File: src/rtl/adc_reader.sv
// adc_reader: frames a serial ADC read on LATCH, checks the lead bits
// and compares each conversion against an overcurrent threshold.
//
// Ports:
//   CLK, RESET_N      clock, asynchronous active-low reset
//   LATCH             conversion request, rising edge triggers
//   ADC_CMP           unsigned overcurrent threshold
//   CLR_OC            synchronous clear of OVERCURRENT
//   SDO               serial data from the ADC
//   CS_N, SCLK        ADC chip select and serial clock
//   ADC, VALID        last conversion and its one-cycle update strobe
//   BUSY              high while a frame is in progress
//   OVERCURRENT       sticky, a conversion exceeded ADC_CMP
//   FRAME_ERR         sticky, a lead bit was sampled as 1

module adc_reader #(
    parameter int CLK_DIV   = 4,
    parameter int LEAD_BITS = 4,
    parameter int DATA_BITS = 12
) (
    input  logic                 CLK,
    input  logic                 RESET_N,
    input  logic                 LATCH,
    input  logic [DATA_BITS-1:0] ADC_CMP,
    input  logic                 CLR_OC,
    input  logic                 SDO,
    output logic                 CS_N,
    output logic                 SCLK,
    output logic [DATA_BITS-1:0] ADC,
    output logic                 VALID,
    output logic                 BUSY,
    output logic                 OVERCURRENT,
    output logic                 FRAME_ERR
);

    localparam int NBITS = LEAD_BITS + DATA_BITS;
    localparam int BW    = $clog2(NBITS + 1);
    localparam int CW    = 8;

    typedef enum logic [2:0] {
        S_IDLE,
        S_SETUP,
        S_SHIFT,
        S_DONE,
        S_QUIET
    } state_t;

    state_t               state_q, state_d;
    logic [CW-1:0]        cnt_q, cnt_d;
    logic [BW-1:0]        bit_q, bit_d;
    logic [NBITS-1:0]     shreg_q, shreg_d;
    logic [DATA_BITS-1:0] adc_q, adc_d;
    logic                 sclk_q, sclk_d;
    logic                 cs_n_q, cs_n_d;
    logic                 valid_q, valid_d;
    logic                 busy_q, busy_d;
    logic                 oc_q, oc_d;
    logic                 ferr_q, ferr_d;
    logic                 pend_q, pend_d;
    logic                 latch_q, latch_prev_q;
    logic                 rise;
    logic                 last_cnt;

    assign rise     = latch_q & ~latch_prev_q;
    assign last_cnt = (cnt_q == CW'(CLK_DIV - 1));

    always_comb begin
        state_d = state_q;
        cnt_d   = cnt_q;
        bit_d   = bit_q;
        shreg_d = shreg_q;
        adc_d   = adc_q;
        sclk_d  = sclk_q;
        cs_n_d  = cs_n_q;
        valid_d = 1'b0;
        oc_d    = oc_q;
        ferr_d  = ferr_q;
        pend_d  = pend_q;

        if (CLR_OC) begin
            oc_d = 1'b0;
        end
        // Only one request can be queued behind the running frame.
        if (rise && state_q != S_IDLE) begin
            pend_d = 1'b1;
        end

        unique case (state_q)
            S_IDLE: begin
                if (rise || pend_q) begin
                    state_d = S_SETUP;
                    cs_n_d  = 1'b0;
                    sclk_d  = 1'b1;
                    cnt_d   = '0;
                    pend_d  = 1'b0;
                end
            end
            S_SETUP: begin
                if (last_cnt) begin
                    state_d = S_SHIFT;
                    sclk_d  = 1'b0;
                    cnt_d   = '0;
                    bit_d   = '0;
                end else begin
                    cnt_d = cnt_q + 1'b1;
                end
            end
            S_SHIFT: begin
                if (!last_cnt) begin
                    cnt_d = cnt_q + 1'b1;
                end else begin
                    cnt_d = '0;
                    if (!sclk_q) begin
                        // SCLK rises on this edge: capture SDO now.
                        sclk_d  = 1'b1;
                        shreg_d = {shreg_q[NBITS-2:0], SDO};
                        if (bit_q < BW'(LEAD_BITS) && SDO) begin
                            ferr_d = 1'b1;
                        end
                    end else if (bit_q == BW'(NBITS - 1)) begin
                        state_d = S_DONE;
                        cs_n_d  = 1'b1;
                        adc_d   = shreg_q[DATA_BITS-1:0];
                        valid_d = 1'b1;
                    end else begin
                        sclk_d = 1'b0;
                        bit_d  = bit_q + 1'b1;
                    end
                end
            end
            S_DONE: begin
                // A new overcurrent wins over a simultaneous clear.
                if (adc_q > ADC_CMP) begin
                    oc_d = 1'b1;
                end
                state_d = S_QUIET;
                cnt_d   = '0;
            end
            S_QUIET: begin
                if (last_cnt) begin
                    state_d = S_IDLE;
                end else begin
                    cnt_d = cnt_q + 1'b1;
                end
            end
            default: begin
                state_d = S_IDLE;
            end
        endcase

        busy_d = (state_d != S_IDLE);
    end

    always_ff @(posedge CLK or negedge RESET_N) begin
        if (!RESET_N) begin
            state_q      <= S_IDLE;
            cnt_q        <= '0;
            bit_q        <= '0;
            shreg_q      <= '0;
            adc_q        <= '0;
            sclk_q       <= 1'b1;
            cs_n_q       <= 1'b1;
            valid_q      <= 1'b0;
            busy_q       <= 1'b0;
            oc_q         <= 1'b0;
            ferr_q       <= 1'b0;
            pend_q       <= 1'b0;
            latch_q      <= 1'b0;
            latch_prev_q <= 1'b0;
        end else begin
            state_q      <= state_d;
            cnt_q        <= cnt_d;
            bit_q        <= bit_d;
            shreg_q      <= shreg_d;
            adc_q        <= adc_d;
            sclk_q       <= sclk_d;
            cs_n_q       <= cs_n_d;
            valid_q      <= valid_d;
            busy_q       <= busy_d;
            oc_q         <= oc_d;
            ferr_q       <= ferr_d;
            pend_q       <= pend_d;
            latch_q      <= LATCH;
            latch_prev_q <= latch_q;
        end
    end

    assign CS_N        = cs_n_q;
    assign SCLK        = sclk_q;
    assign ADC         = adc_q;
    assign VALID       = valid_q;
    assign BUSY        = busy_q;
    assign OVERCURRENT = oc_q;
    assign FRAME_ERR   = ferr_q;

endmodule

File: config.mk
export PLATFORM = sky130hd
export DESIGN_NAME = adc_reader
export DESIGN_NICKNAME = d
export VERILOG_FILES = /design/src/rtl/adc_reader.sv
export SDC_FILE = /design/constraint.sdc
export NUM_CORES = 1
export LEC_CHECK = 0
export ABC_AREA = 1
export CAP_MARGIN = 40
export CORE_MARGIN = 3
export CORE_UTILIZATION = 45
export DETAILED_ROUTE_END_ITERATION = 12
export PLACE_DENSITY = 0.63
export RECOVER_POWER = 50
export SKIP_LAST_GASP = 1
export SYNTH_ARGS = -nofsm -noshare
export SYNTH_HDL_FRONTEND = slang
export SYNTH_SLANG_ARGS = --single-unit
File: constraint.sdc
create_clock -name CLK -period 1.9 [get_ports CLK]
set_input_delay 0.38 -clock CLK [delete_from_list [all_inputs] [get_ports CLK]]
set_output_delay 0.38 -clock CLK [all_outputs]
set_load 0.005 [all_outputs]
=== Word-level counts from Yosys, hierarchy flattened ===
Cells that the tools add are included.
W data, S select, Z words.

* Output and inout bits: 18
* Flip-flop bits (word level): 49
* Logic and storage cells: 88
* Input port bits: 17

* Bitwise operators: 3
* Add/subtract/negate cells: 2
* Reductions and logical operators: 18
* Magnitude comparators: 2
* Muxes and demuxes: 36
* Eq/ne operators: 13

{| class="wikitable"
|+ Operator list
! operator !! number
|-
| $pmux W8 S4 || 1
|-
| $mux W8 || 3
|-
| $mux W5 || 4
|-
| $mux W1 || 18
|-
| $mux W3 || 6
|-
| $pmux W3 S5 || 1
|-
| $ne A2 B2 Y1 const B || 7
|-
| $gt A12 B12 Y1 || 1
|-
| $reduce_and A4 Y1 || 3
|-
| $pmux W5 S2 || 1
|-
| $reduce_and A5 Y1 || 2
|-
| $reduce_bool A3 Y1 || 3
|-
| $add A8 B1 Y8 const B || 1
|-
| $eq A8 B2 Y1 const B || 1
|-
| $eq A3 B2 Y1 const B || 2
|-
| $reduce_and A3 Y1 || 2
|-
| $add A5 B1 Y5 const B || 1
|-
| $eq A5 B4 Y1 const B || 1
|-
| $lt A5 B3 Y1 const B || 1
|-
| $reduce_bool A2 Y1 || 2
|-
| $reduce_bool A4 Y1 || 1
|-
| $eq A3 B1 Y1 const B || 1
|-
| $eq A3 B3 Y1 const B || 1
|-
| $logic_not A3 Y1 || 1
|-
| other kinds (7) || 9
|}

=== Logic depth before layout (Yosys ltp) ===
* Depth after elaboration: 6
* Depth in mapped cells: 11
* Mapped depth without buffers: 11

=== Worst setup path before layout ===
Ideal clock, no wire load.

* Path kind: reg2reg
* Start: reg bit_q[0]
* End: reg bit_q[0]
* Arrival time: 1.393 ns
* Stages on the path, launching flop included: 11
* Required time: 1.771 ns
* Setup time: 0.129 ns
* Path slack: 0.378 ns
* Clock period less this slack: 1.522 ns
* Buffers on the path: 0
* Cells stage by stage: dfrtp_1 ha_1 nand2_1 nor2_1 ha_1 inv_1 nand2_1 nand2_1 nand3_1 nand2_1 o21ai_0

* Cells in the longest elaborated chain, start to end: 5
* Elaborated cells on any way between the ends: 8
* Classes of those cells: add/sub (1); eq/ne (2); mux (4); reduce/logical (1)

{| class="wikitable"
|+ RTL lines
! what !! RTL line !! RTL
|-
| start: declaration || 50 || <nowiki>logic [BW-1:0] bit_q, bit_d;</nowiki>
|-
| start signal: assignment || 173 || <nowiki>bit_q <= bit_d;</nowiki>
|-
| $add A5 B1 Y5 || 127 || <nowiki>bit_d = bit_q + 1'b1;</nowiki>
|-
| $mux W5 || 120 || <nowiki>end else if (bit_q == BW'(NBITS - 1)) begin</nowiki>
|-
| $mux W5 || 113 || <nowiki>if (!sclk_q) begin</nowiki>
|-
| $mux W5 || 109 || <nowiki>if (!last_cnt) begin</nowiki>
|-
| $pmux W5 S2 || 88 || <nowiki>unique case (state_q)</nowiki>
|}

Several ways; a longest one is shown, not always the timed one. The select of a mux whose other input is x is not followed.
A chain may end at the register's enable or synchronous reset.

=== Worst setup path after layout ===
* Start: reg sclk_q, in the netlist SCLK
* End: out SCLK

{| class="wikitable"
|+ RTL lines
! what !! RTL line !! RTL
|-
| start: declaration || 53 || <nowiki>logic sclk_q, sclk_d;</nowiki>
|-
| start signal: assignment || 176 || <nowiki>sclk_q <= sclk_d;</nowiki>
|-
| end: declaration || 28 || <nowiki>output logic SCLK,</nowiki>
|}

No word-level cell between the ends.

==> key figures <==
Detailed routing
  • 1st-iter DRT viols: 73
  • WL/cell: about 12 um
  • Post-route antenna net violation count: 0
  • Routed vias: 2075
  • DRC viols: 0
  • Post-Route WL: a little over 5 mm
  • DRT Pass-1 Iters: 4
  • DR vias/cell: ~4.7

Global routing
  • First-pass GRT wire length: around 8.6 mm
  • Vias in the first global route: between 1500 and 2000
  • Total grt overflow: 0
  • Total Routing Usage GR: between 10% and 20%
  • Pin count of the biggest net entering global routing: 50
  • Antenna violations before repair: 0

Clocking
  • Clock Tree Root: clkbuf_8
  • CTS Buffer Depth: 2
  • Setup Buffers After CTS: 0
  • Worst-skew pair later-pin latency: 300 ps
  • H-Tree Depth: 2
  • Total CTS buffers: 5
  • Sink Count: 49
  • CTS tree: built
  • Worst-path clk slew: about 100 ps

Setup path
  • WP buf/inv: 1
  • CP max FO: 5
  • CP max-delay cell: dfstp_2
  • CP startpoint kind: flip-flop
  • Top delay family on crit path: flip-flops
  • CP required: between 1500 and 2000 ps
  • CP arrival: roughly 1500 ps
  • Critical Path End Type: primary output
  • Slowest Stage Delay on Critical Path: between 600 and 700 ps
  • Crit Path Category: reg -> out
  • CP Cell Sequence: clkdlybuf4s50_1

STA
  • Setup-failing EPs final: 0
  • Fin. max-slew vios: 0
  • Layout Skew: 11.8 ps
  • RSZ-0062 raised after global routing: yes
  • Worst setup margin: roughly 53 ps
  • Fin crit share: a little over nine tenths
  • Fmax: 0.542 GHz
  • Worst-margin pin slew: between 1000 and 1500 ps
  • Final hold vios: 0
  • Slew HR: 19.4%
  • Fin crit period: ~1800 ps

Placed design
  • Post-placement cell count: 430
  • RD Place Congestion: a little over 0.8
  • DP HPWL: between 3 and 4 mm
  • # port buffers: 34
  • Worst slack, placed: 19.7 ps

Power
  • Power per cell area: between 900 and 1000 mW/mm2
  • Leak Pwr: between 1.5 and 2 nW
  • Maximum VDD drop: around 0.48 mV

Floorplan
  • Die area: 0.00679 mm2
  • Die height: 82.4 um
  • Chip Width: around 82 um
  • Initial Utilization: 47.2%
  • Ports: 35
  • Core area: approximately 0.0056 mm2
  • Row count: 27

Yosys
  • Flops & latches, synth: 49
  • Yosys cell types: 26
  • Mapped Area: approximately 0.0026 mm2
  • Syn Inst Count: around 320
  • Synth Area per Inst: around 8.1 um2
  • Post-synthesis sequential area ratio: between 40% and 50%
  • YS warnings: 0
  • Syn_nets: ~360

Flow run
  • Maxcap violations: 0

Finish
  • Fill count: between 500 and 600
  • Layout area overhead: 21.8%
  • Final Non-Filler Cells: ~440
  • Share of cells above drive strength 1: under 10%
  • Layout net count: around 400
  • Number of diodes: 0

Run status
  • Outcome: complete, no violations

Hold path
  • Class of the worst hold path: in -> async
cells in the mapped netlist (all sizes together):
master  count  area share, %
dfstp       2            2.0
nor3        1           0.19
or2         2           0.48
o21bai      6            1.7
ha         15            7.1
nand3      11            2.1
buf         4            1.7
nor2       30            5.5
xor2        4            1.3
nand4       1           0.81
clkinv      1           0.14
o21ai      32            7.1
dfrtp      47             45
a21o        2           0.57
and2        1           0.24
inv        51            7.3
nand3b      1           0.29
nand2     107             15
a21oi       4           0.76
o211ai      2           0.57
cells by family (layout without fill, tap and decap cells):
group,count (synthesis),after routing,synth area share (%)
flops,49,49,46.7
xor+xnor,4,4,1.33
compound gates,46,46,10.7
simple gates,154,155,24.9
buf+inv,56,98,9.14
fa+ha+maj,15,15,7.14
area by class of cell:
type,instances,area [um2],area share [%]
Sequential cell,49,1230,38.4
Multi-Input combinational cell,220,1190,37.1
Timing Repair Buffer,38,363,11.3
Inverter,52,195,6.09
Tap cell,72,90.1,2.81
Clock buffer,5,68.8,2.15
Clock inverter,3,68.8,2.15
layer usage:
metal	part of all wire [%]	global-route usage, %
met5	0	0
met2	48	26.9
met4	0.58	4.49
met3	4.0	3.25
met1	48	21.8
cell usage in the layout, fill, tap and decap left out, types with 3 or more instances in the layout:
master,instances
nand2_1,106
inv_1,49
dfrtp_1,47
clkdlybuf4s50_1,32
nor2_1,27
ha_1,14
o21ai_1,13
o21ai_0,12
nand3_1,10
o21ai_2,7
o21bai_1,6
clkbuf_8,5
a21oi_1,4
xor2_1,4
buf_4,3
flip-flops by register name (all words and copies together), names as in the netlist:
name          flops
ADC              12
shreg_q          12
cnt_q             8
bit_q             5
state_q           3
BUSY              1
CS_N              1
FRAME_ERR         1
OVERCURRENT       1
SCLK              1
VALID             1
latch_prev_q      1
latch_q           1
pend_q            1
worst paths after layout:
check | startpoint | endpoint | slack (ps) | cells past startpoint
min | RESET_N | ADC[5] | 390 | 2
max in group asynchronous | RESET_N | state_q[0] | 760 | 2
max reg2reg | cnt_q[0] | cnt_q[1] | 160 | 8
min in group CLK | latch_q | latch_prev_q | 400 | 0
max | SCLK | SCLK | 50 | 1
min reg2reg | latch_q | latch_prev_q | 400 | 0
power by group:
part / internal [mW] / switching, mW
Clock: 0.530 / 0.362
Combinational: 0.280 / 0.516
Sequential: 1.16 / 0.0970
per-stage QoR:
stage                     cell area [um2]  total power [mW]  setup TNS (ps)  hold slack [ps]  utilization [%]
after floorplan                      2630              1.80               0             84.4                -
after global placement               3050              2.04               0              375             54.7
after detailed placement             3050              2.05               0              368             54.7
after CTS                            3190              2.96               0             54.0             57.2
after global routing                 3200              3.16           -41.1              414             57.5
final                                3200              2.94               0              389             57.5
what timing repair did:
action | CTS | global route
gates resized for setup | 0 | 3
setup endpoints to repair | 0 | 11
hold buffers | 0 | 0
Note: power is estimated with default switching activity, not from simulation.
